<file path="src/rtl/predict_sequencer.sv">
`default_nettype none
// ============================================================================
// predict_sequencer : MAC term sequencer for a one-hidden-layer inference net
// Revision 1.0 : initial release
// ============================================================================
module predict_sequencer #(
  parameter int ROWS    = 100,
  parameter int COLUMNS = 15,
  parameter int LAYERS  = 10,
  parameter int DAW     = 11,
  parameter int WAW     = 8,
  parameter int HIW     = 4
) (
  input  logic           clk,
  input  logic           rst,
  input  logic           start,
  output logic           busy,
  output logic           done,
  output logic           term_valid,
  output logic           term_first,
  output logic           term_last,
  output logic           src_hidden,
  output logic           operand_one,
  output logic [DAW-1:0] data_addr,
  output logic [WAW-1:0] weight_addr,
  output logic [HIW-1:0] hid_idx,
  input  logic           acc_valid,
  output logic           hid_wr,
  output logic           pred_valid,
  input  logic           pred_ready,
  output logic [DAW-1:0] pred_row,
  output logic           err
);

  localparam int STRIDE   = COLUMNS + 1;
  localparam int OUT_BASE = LAYERS * STRIDE;
  localparam int JMAX     = (COLUMNS > LAYERS) ? COLUMNS : LAYERS;
  localparam int JW       = $clog2(JMAX + 1);

  localparam logic [JW-1:0]  J_HID_LAST = JW'(COLUMNS);
  localparam logic [JW-1:0]  J_OUT_LAST = JW'(LAYERS);
  localparam logic [HIW-1:0] N_LAST     = HIW'(LAYERS - 1);
  localparam logic [DAW-1:0] ROW_LAST   = DAW'(ROWS - 1);

  typedef enum logic [2:0] {
    S_IDLE   = 3'd0,
    S_HMAC   = 3'd1,
    S_HDRAIN = 3'd2,
    S_HWR    = 3'd3,
    S_OMAC   = 3'd4,
    S_ODRAIN = 3'd5,
    S_EMIT   = 3'd6,
    S_DONE   = 3'd7
  } state_t;

  state_t         state_q, state_d;
  logic [DAW-1:0] row_q, row_d;
  logic [HIW-1:0] n_q, n_d;
  logic [JW-1:0]  j_q, j_d;
  logic           err_q, err_d;

  logic           busy_q, busy_d;
  logic           done_q, done_d;
  logic           term_valid_q, term_valid_d;
  logic           term_first_q, term_first_d;
  logic           term_last_q, term_last_d;
  logic           src_hidden_q, src_hidden_d;
  logic           operand_one_q, operand_one_d;
  logic           hid_wr_q, hid_wr_d;
  logic           pred_valid_q, pred_valid_d;
  logic [DAW-1:0] data_addr_q, data_addr_d;
  logic [WAW-1:0] weight_addr_q, weight_addr_d;
  logic [HIW-1:0] hid_idx_q, hid_idx_d;
  logic [DAW-1:0] pred_row_q, pred_row_d;

  logic           in_drain;
  logic [31:0]    row_base;
  logic [31:0]    n_base;

  assign in_drain = (state_q == S_HDRAIN) || (state_q == S_ODRAIN);

  // Next-state and counter update
  always_comb begin
    state_d = state_q;
    row_d   = row_q;
    n_d     = n_q;
    j_d     = j_q;
    err_d   = err_q | (acc_valid & ~in_drain);
    case (state_q)
      S_IDLE: begin
        if (start) begin
          row_d   = '0;
          n_d     = '0;
          j_d     = '0;
          state_d = S_HMAC;
        end
      end
      S_HMAC: begin
        if (j_q == J_HID_LAST) state_d = S_HDRAIN;
        else                   j_d     = j_q + 1'b1;
      end
      S_HDRAIN: begin
        if (acc_valid) state_d = S_HWR;
      end
      S_HWR: begin
        j_d = '0;
        if (n_q != N_LAST) begin
          n_d     = n_q + 1'b1;
          state_d = S_HMAC;
        end else begin
          n_d     = '0;
          state_d = S_OMAC;
        end
      end
      S_OMAC: begin
        if (j_q == J_OUT_LAST) state_d = S_ODRAIN;
        else                   j_d     = j_q + 1'b1;
      end
      S_ODRAIN: begin
        if (acc_valid) state_d = S_EMIT;
      end
      S_EMIT: begin
        if (pred_ready) begin
          if (row_q != ROW_LAST) begin
            row_d   = row_q + 1'b1;
            n_d     = '0;
            j_d     = '0;
            state_d = S_HMAC;
          end else begin
            state_d = S_DONE;
          end
        end
      end
      S_DONE:  state_d = S_IDLE;
      default: state_d = S_IDLE;
    endcase
  end

  // Outputs are decoded from the next state so they register alongside it
  always_comb begin
    row_base      = 32'(row_d) * STRIDE;
    n_base        = 32'(n_d) * STRIDE;
    busy_d        = (state_d != S_IDLE);
    done_d        = (state_d == S_DONE);
    term_valid_d  = 1'b0;
    term_first_d  = 1'b0;
    term_last_d   = 1'b0;
    src_hidden_d  = 1'b0;
    operand_one_d = 1'b0;
    hid_wr_d      = 1'b0;
    pred_valid_d  = 1'b0;
    data_addr_d   = '0;
    weight_addr_d = '0;
    hid_idx_d     = '0;
    pred_row_d    = row_d;
    case (state_d)
      S_HMAC: begin
        term_valid_d  = 1'b1;
        term_first_d  = (j_d == '0);
        term_last_d   = (j_d == J_HID_LAST);
        operand_one_d = (j_d == J_HID_LAST);
        data_addr_d   = DAW'(row_base + 32'(j_d));
        weight_addr_d = WAW'(n_base + 32'(j_d));
      end
      S_HWR: begin
        hid_wr_d  = 1'b1;
        hid_idx_d = n_d;
      end
      S_OMAC: begin
        term_valid_d  = 1'b1;
        src_hidden_d  = 1'b1;
        term_first_d  = (j_d == '0);
        term_last_d   = (j_d == J_OUT_LAST);
        operand_one_d = (j_d == J_OUT_LAST);
        hid_idx_d     = HIW'(j_d);
        weight_addr_d = WAW'(32'(OUT_BASE) + 32'(j_d));
      end
      S_EMIT: begin
        pred_valid_d = 1'b1;
        data_addr_d  = DAW'(row_base + 32'(COLUMNS));
      end
      default: ;
    endcase
  end

  always_ff @(posedge clk or posedge rst) begin
    if (rst) begin
      state_q       <= S_IDLE;
      row_q         <= '0;
      n_q           <= '0;
      j_q           <= '0;
      err_q         <= 1'b0;
      busy_q        <= 1'b0;
      done_q        <= 1'b0;
      term_valid_q  <= 1'b0;
      term_first_q  <= 1'b0;
      term_last_q   <= 1'b0;
      src_hidden_q  <= 1'b0;
      operand_one_q <= 1'b0;
      hid_wr_q      <= 1'b0;
      pred_valid_q  <= 1'b0;
      data_addr_q   <= '0;
      weight_addr_q <= '0;
      hid_idx_q     <= '0;
      pred_row_q    <= '0;
    end else begin
      state_q       <= state_d;
      row_q         <= row_d;
      n_q           <= n_d;
      j_q           <= j_d;
      err_q         <= err_d;
      busy_q        <= busy_d;
      done_q        <= done_d;
      term_valid_q  <= term_valid_d;
      term_first_q  <= term_first_d;
      term_last_q   <= term_last_d;
      src_hidden_q  <= src_hidden_d;
      operand_one_q <= operand_one_d;
      hid_wr_q      <= hid_wr_d;
      pred_valid_q  <= pred_valid_d;
      data_addr_q   <= data_addr_d;
      weight_addr_q <= weight_addr_d;
      hid_idx_q     <= hid_idx_d;
      pred_row_q    <= pred_row_d;
    end
  end

  assign busy        = busy_q;
  assign done        = done_q;
  assign term_valid  = term_valid_q;
  assign term_first  = term_first_q;
  assign term_last   = term_last_q;
  assign src_hidden  = src_hidden_q;
  assign operand_one = operand_one_q;
  assign hid_wr      = hid_wr_q;
  assign pred_valid  = pred_valid_q;
  assign data_addr   = data_addr_q;
  assign weight_addr = weight_addr_q;
  assign hid_idx     = hid_idx_q;
  assign pred_row    = pred_row_q;
  assign err         = err_q;

endmodule
`default_nettype wire
</file>
<file path="config.mk">
export PLATFORM = sky130hd
export DESIGN_NAME = predict_sequencer
export DESIGN_NICKNAME = d
export VERILOG_FILES = /design/src/rtl/predict_sequencer.sv
export SDC_FILE = /design/constraint.sdc
export NUM_CORES = 1
export LEC_CHECK = 0
export CORE_UTILIZATION = 30
export CTS_CLUSTER_SIZE = 25
export DETAILED_ROUTE_END_ITERATION = 16
export DONT_BUFFER_PORTS = 1
export MAX_ROUTING_LAYER = met4
export PLACE_DENSITY = 0.55
export SKIP_LAST_GASP = 1
export SLEW_MARGIN = 10
export SYNTH_ARGS = -nofsm -noshare
export SYNTH_HDL_FRONTEND = slang
export SYNTH_SLANG_ARGS = --single-unit
</file>
<file path="constraint.sdc">
create_clock -name clk -period 2.1 [get_ports clk]
set_input_delay 0.315 -clock clk [delete_from_list [all_inputs] [get_ports clk]]
set_output_delay 0.315 -clock clk [all_outputs]
set_load 0.02 [all_outputs]
</file>
Word-level counts from Yosys, hierarchy flattened
Index checks and enable logic that the tools add are counted.
{"block": "op_classes", "bitwise_logic": 3, "n_mul": 0, "n_shift": 0, "div_mod_pow": 0, "n_reduce_logical": 5, "addsub": 7, "magnitude_cmp": 0, "n_eq_ne": 18, "muxes": 33}
{"operator": "11-bit one-hot mux with 2 select lines", "count": 2}
{"operator": "4-bit 2-to-1 mux", "count": 9}
{"operator": "11-bit 2-to-1 mux", "count": 3}
{"operator": "3-bit 2-to-1 mux", "count": 8}
{"operator": "3-bit one-hot mux with 8 select lines", "count": 1}
{"operator": "3-bit == test, second input constant", "count": 7}
{"operator": "4-bit one-hot mux with 5 select lines", "count": 1}
{"operator": "4-bit == test, second input constant", "count": 4}
{"operator": "8-bit one-hot mux with 2 select lines", "count": 1}
{"operator": "4-bit one-hot mux with 3 select lines", "count": 1}
{"operator": "11-bit by 1-bit adder with 11-bit output, second input constant", "count": 1}
{"operator": "11-bit by 4-bit adder with 11-bit output", "count": 1}
{"operator": "11-bit by 4-bit adder with 11-bit output, second input constant", "count": 1}
{"operator": "11-bit by 7-bit != test with 1-bit output, second input constant", "count": 1}
{"operator": "3-bit by 2-bit == test with 1-bit output, second input constant", "count": 3}
{"operator": "4-bit by 1-bit adder with 4-bit output, second input constant", "count": 2}
{"operator": "8-bit by 4-bit adder with 8-bit output", "count": 1}
{"operator": "8-bit by 4-bit adder with 8-bit output, first input constant", "count": 1}
{"operator": "4-bit one-hot mux with 2 select lines", "count": 1}
{"operator": "3-bit by 1-bit == test with 1-bit output, second input constant", "count": 2}
{"operator": "1-bit 2-to-1 mux", "count": 5}
{"operator": "4-bit logical NOT", "count": 1}
{"operator": "4-bit != test, second input constant", "count": 1}
{"operator": "3-bit logical NOT", "count": 1}
{"operator": "other kinds (7)", "count": 7}
{"block": "word_totals", "memories": 0, "out_inout_bits": 44, "latchBits": 0, "reg_bits": 54, "ramBits": 0, "elab_cells": 82, "in_bits": 5, "mem_bits_ro": 0}

Logic depth before layout (Yosys ltp)
{"block": "depth", "word_depth": 7, "ltp_mapped": 10, "ltp_nobuf": 10}

Worst setup path after synthesis
OpenSTA, ideal clock, no wires.
{"block": "synth_path", "path_type": "flip-flop to flip-flop", "start": "register, netlist name pred_row[0]", "end": "register operand_one_q (netlist: operand_one)", "stages_incl_launch_ff": 10, "period_less_slack_ps": 2270, "required_time_ps": 1962, "arrival_time_ps": 2132, "setup_slack_ps": -170, "cell_sequence": "dfrtp_1 -> ha_1 -> nor4b_2 -> nand3_1 -> o2111ai_1 -> a21oi_1 -> inv_1 -> ha_1 -> nand3_1 -> nor2_1"}
{"item": "end signal, assigned", "line_no": "218", "rtl": "operand_one_q <= operand_one_d;"}
{"item": "end, declared", "line_no": "68", "rtl": "logic operand_one_q, operand_one_d;"}

Worst setup path in the final report
{"block": "layout_path", "start": "register j_q[0]", "end": "register data_addr_q[9] (netlist: data_addr[9])"}
{"block": "layout_via", "elab_chain_cells": 5, "word_cells_on_any_way": 16, "classes_between": "2 x add/sub; 4 x eq/ne; 10 x mux"}
{"item": "start, declared", "line_no": "59", "rtl": "logic [JW-1:0] j_q, j_d;"}
{"item": "start signal, assigned", "line_no": "210", "rtl": "j_q <= j_d;"}
{"item": "4-bit by 1-bit adder with 4-bit output, or another cell as far along", "line_no": "100, 117"}
{"item": "4-bit 2-to-1 mux, or another cell as far along", "line_no": "116", "rtl": "if (j_q == J_OUT_LAST) state_d = S_ODRAIN;"}
{"item": "4-bit one-hot mux with 5 select lines / 3-bit one-hot mux with 8 select lines (equally long branches)", "line_no": "89", "rtl": "case (state_q)"}
{"item": "11-bit by 4-bit adder with 11-bit output, or another cell as far along", "line_no": "162", "rtl": "data_addr_d = DAW'(row_base + 32'(j_d));"}
{"item": "11-bit one-hot mux with 2 select lines *", "line_no": "156", "rtl": "case (state_d)"}
{"item": "named net data_addr_d[9]", "line_no": "71", "rtl": "logic [DAW-1:0] data_addr_q, data_addr_d;"}
{"item": "end signal, assigned", "line_no": "221", "rtl": "data_addr_q <= data_addr_d;"}
{"item": "end, declared", "line_no": "71"}
The timed path passes the listed nets; every way through them passes the cells marked *.

==> results.md <==
Outcome:
- The flow ran to the end, but the final reports show violations.
- The checks that failed: negative setup slack.

Clocking:
- The TritonCTS buffer count is 5.
- For the worst-skew pair, the clock arrives at the later sink with an insertion delay of 0.32 ns.
- The number of levels the H-tree was split into is 2.
- For this design, the sink count on the clock tree is 54.
- TritonCTS built the clock tree.
- The largest buffer count on any clock path is 2.
- After clock tree synthesis, the clock-pin slew on the worst setup and hold paths is 0.11 ns.
- The cell sitting at the root of the clock tree is a sky130_fd_sc_hd__clkbuf_8.

Floorplanning:
- 49 I/O pins were placed.
- The height of the die is 96.83 um.
- For this configuration, the core starts out at a cell density of 30.93%.
- The floorplan step defined a die boundary enclosing 9375 sq um.
- The die span in x is 96.83 um.
- The area of the placeable core is 8721 sq um.
- The number of placement rows is 34.

Setup path:
- The nature of the critical path endpoint is a flip-flop.
- The critical path data arrival time is 2.37 ns.
- The slack of the worst reg-to-reg path is -0.03 ns.
- The critical path is of the flip-flop to flip-flop type.
- The startpoint identified for the worst register-to-register timing path is j_q[0].
- The worst register-to-register path has a depth of 8.
- The biggest fanout along the worst timing path is 7.
- The data required time of the worst path is 2.33 ns.
- Tracing the worst setup path back leads to its startpoint at j_q[0].
- The worst setup path is launched from a flip-flop.
- The critical register-to-register path endpoint is data_addr[9].
- In this run the worst setup path terminates at data_addr[9].

Placement:
- Once detailed placement completed, the half-perimeter wirelength came to between 4000 and 5000 um.
- Including well taps, the total number of placed cells is 396.
- The final weighted congestion of routability-driven global placement is around 0.84.
- The number of port buffers is 0.

GRT:
- The first-pass GRT wire length is between 10,000 and 15,000 um.
- Entering global routing, the biggest net connects 25 pins.
- The residual overflow from global routing is 0.
- The via count of the first global-routing pass came to 2,170.
- Global routing consumed, over all layers together, 15.33% of the routing resources.
- The initial antenna violation count is 0.

Power:
- Across the VDD grid, the largest voltage drop is around 0.49 mV.
- Power spread over the standard cell area amounts to between 1000 and 1500 nW/um^2.
- The analysis attributes to cell leakage a power of 0.001752 uW.

Synthesis:
- The simple-gate portion of the synthesized area is 20.22%.
- The cell type with the largest total area after synthesis is sky130_fd_sc_hd__dfrtp_1.
- The number of standard cells after synthesis is 250.
- Yosys printed 0 warnings.
- The leading register cell type out of synthesis is sky130_fd_sc_hd__dfrtp_1.
- Multiplexer cells account for 1.252% of the synthesized area.
- The unique cell type count in the Yosys netlist is 68.
- By area the synthesized netlist is led by sky130_fd_sc_hd__dfrtp_1 50%, sky130_fd_sc_hd__ha_1 3.2%, sky130_fd_sc_hd__nor2_1 2.9%, sky130_fd_sc_hd__a21oi_1 2.4%, sky130_fd_sc_hd__inv_1 2.4%.
- The largest family of logic cells by synthesized area is simple AND/OR/NAND/NOR gates.
- The mean instance size in the synthesized netlist is 10.79 sq um.
- The top cell type by area accounts for 50.09% of the synthesized area.
- The post-synthesis xor/xnor area fraction is 1.623%.
- The portion of the post-synthesis area used by sequential elements is 50.09%.
- The async set-reset flop share out of synthesis is 100.0%.
- The post-synthesis compound-gate area fraction is 18.51%.
- The post-synthesis net count is 262.
- Synthesis inferred 54 register bits.
- The cell area that synthesis handed to floorplanning was around 2700 sq um.
- The number of synthesized flops with an enable pin is 0.
- The post-synthesis adder-cell area fraction is 3.247%.

Timing:
- The relative slew slack is 65.29%.
- For the finished layout, the period the worst path requires is 2.134 ns.
- The worst clock skew is roughly 0.013 ns.
- The final number of max-transition violations is 0.
- The final-report setup violation count is 8.
- Setup repair after global routing could not meet its margin everywhere.
- Derived from the worst setup path, the maximum achievable clock frequency is 468.7 MHz.
- The number of hold-slack violations in the final timing report is 0.
- In the post-route analysis, the smallest setup slack over all paths is -0.03374 ns.
- After routing, the total negative slack on setup checks comes to -0.1542 ns.
- After layout, the worst path uses 101.6% of the clock period.
- The slew at the pin with the worst max-slew slack is 0.5199 ns.

Hold path:
- The min-delay analysis places its worst path in the category input pin to flip-flop.
- The hold-critical path depth is 2.

Final layout:
- The area added between synthesis and finish is 34.46%.
- The antenna diode count is 0.
- In the layout the commonest cells are 63 x sky130_fd_sc_hd__buf_4, 50 x sky130_fd_sc_hd__dfrtp_1, 20 x sky130_fd_sc_hd__nor2_1.
- Of the cells placed in the final design, the portion with a size suffix greater than 1 is a little over two fifths.
- Leaving out fill and tap cells, the most frequent cell in the layout is sky130_fd_sc_hd__buf_4.
- In the final design database the tool counted 328 nets.
- The filler cell count in the final layout is 831.
- Excluding fillers, the count of instances in the completed layout stands at ~430.

Drt:
- The post-detailed-route DRC marker count is 0.
- The per-cell routed wire length is 17.36 um.
- The detailed-route wire length is 7377 um.
- The pre-antenna-repair detailed-routing pass consisted of 4 iterations.
- The first routing iteration left between 60 and 70 violations.
- The total via count after detailed routing is between 2,000 and 2,500.
- The detail route stage leaves a number of antenna-violating nets equal to 0.
- The per-cell via count in the routed design is 5.202.

Flow run:
- The number of maximum-capacitance violations is 0.
==> how the worst min path moves through the flow <==
stage	from	to	slack, ns
floorplan	acc_valid	err	0.47
global placement	rst	pred_valid	0.25
detailed placement	rst	pred_valid	0.26
CTS	acc_valid	err	0.14
global route	acc_valid	err	0.14
finish	acc_valid	err	0.14
==> routing by layer <==
layer  global-route usage [%]  wire, um  vias up
met5                        -         0        -
met4                    4.363        88        0
met3                    4.263       378        9
met2                    23.62      3601       59
met1                    19.73      3309     1103
li1                         -         -     1040
==> state kept, by name (all words and copies together) (netlist names) <==
signal	cells
hid_idx	4
err	1
done	1
src_hidden	1
term_first	1
pred_row	11
term_valid	1
busy	1
data_addr	11
hid_wr	1
weight_addr	8
state_q	3
pred_valid	1
j_q	4
n_q	4
operand_one	1
==> what timing repair did <==
| item | 4_1_cts | 5_1_grt |
|---|---|---|
| resized for setup | 4 | 40 |
| hold buffers | 1 | 0 |
| gates cloned | 0 | 2 |
| endpoints found under the hold margin | 22 | 0 |
| buffers inserted | 0 | 18 |
| pin swaps | 1 | 15 |
| setup endpoints to repair | 18 | 25 |
==> final cells by class <==
| type | count | area (sq um) | share of cell area [%] |
|---|---|---|---|
| tap | 108 | 135.1 | 3.725 |
| clock buffer | 5 | 68.82 | 1.897 |
| multi-input combinational | 170 | 1395 | 38.46 |
| timing repair buffer | 68 | 559.3 | 15.42 |
| clock inverter | 3 | 48.80 | 1.345 |
| sequential | 54 | 1356 | 37.39 |
| inverter | 17 | 63.81 | 1.759 |
==> kinds of logic (layout without fill, tap and decap cells) <==
family | Yosys count | in the layout
simple gates | 85 | 86
mux | 3 | 3
flops | 54 | 54
buf+inv | 27 | 93
compound gates | 69 | 69
xor+xnor | 5 | 5
fa+ha+maj | 7 | 7
==> cells in the mapped netlist (2+ instances only) <==
cell type	number
sky130_fd_sc_hd__and3b_1	2
sky130_fd_sc_hd__and3_1	4
sky130_fd_sc_hd__o31ai_1	2
sky130_fd_sc_hd__o211ai_1	2
sky130_fd_sc_hd__nand4b_1	2
sky130_fd_sc_hd__xor2_1	5
sky130_fd_sc_hd__o21ai_2	4
sky130_fd_sc_hd__a22oi_2	2
sky130_fd_sc_hd__and2_1	2
sky130_fd_sc_hd__ha_1	7
sky130_fd_sc_hd__nor3b_1	2
sky130_fd_sc_hd__a21o_1	2
sky130_fd_sc_hd__buf_6	3
sky130_fd_sc_hd__nor3_1	2
sky130_fd_sc_hd__dfrtp_1	54
sky130_fd_sc_hd__o22ai_1	3
sky130_fd_sc_hd__or2_2	2
sky130_fd_sc_hd__nand3_1	8
sky130_fd_sc_hd__o21ai_0	8
sky130_fd_sc_hd__a31oi_1	3
sky130_fd_sc_hd__nand2_1	12
sky130_fd_sc_hd__buf_4	2
sky130_fd_sc_hd__a21oi_1	13
sky130_fd_sc_hd__inv_1	17
sky130_fd_sc_hd__a21boi_0	5
sky130_fd_sc_hd__nor2b_1	4
sky130_fd_sc_hd__o21ai_1	4
sky130_fd_sc_hd__o2bb2ai_1	3
sky130_fd_sc_hd__mux2_2	3
sky130_fd_sc_hd__buf_2	4
sky130_fd_sc_hd__a41oi_1	2
sky130_fd_sc_hd__nor2_1	21
sky130_fd_sc_hd__o2111ai_1	3
sky130_fd_sc_hd__nand3b_1	4
==> through the flow <==
step / area [sq um] / hold slack [ns] / power (uW) / utilization (%) / setup WS (ns)
final: 3627 / 0.1429 / 3942 / 41.59 / -0.03374
after floorplan: 2724 / 0.4720 / 2290 / - / 0.01452
after global placement: 3172 / 0.2480 / 2811 / 36.37 / -0.04877
after global routing: 3627 / 0.1375 / 4170 / 41.59 / -0.09861
after detailed placement: 3172 / 0.2641 / 2817 / 36.37 / -0.05204
after CTS: 3307 / 0.1422 / 3576 / 37.92 / -0.01593
==> report_power, final <==
group / switching [uW] / internal, uW
Clock: 371 / 364
Combinational: 868 / 853
Sequential: 275 / 1210
==> critical path: stages (launching register included) <==
cell and delay (ns):
sky130_fd_sc_hd__dfrtp_1 0.41, sky130_fd_sc_hd__inv_1 0.07, sky130_fd_sc_hd__ha_2 0.21, sky130_fd_sc_hd__nand3b_4 0.10, sky130_fd_sc_hd__a211oi_4 0.25, sky130_fd_sc_hd__nor4bb_4 0.08, sky130_fd_sc_hd__buf_4 0.15, sky130_fd_sc_hd__or4b_4 0.63
sky130_fd_sc_hd__a22oi_2 0.15
Note: power is estimated with default switching activity, not from simulation.
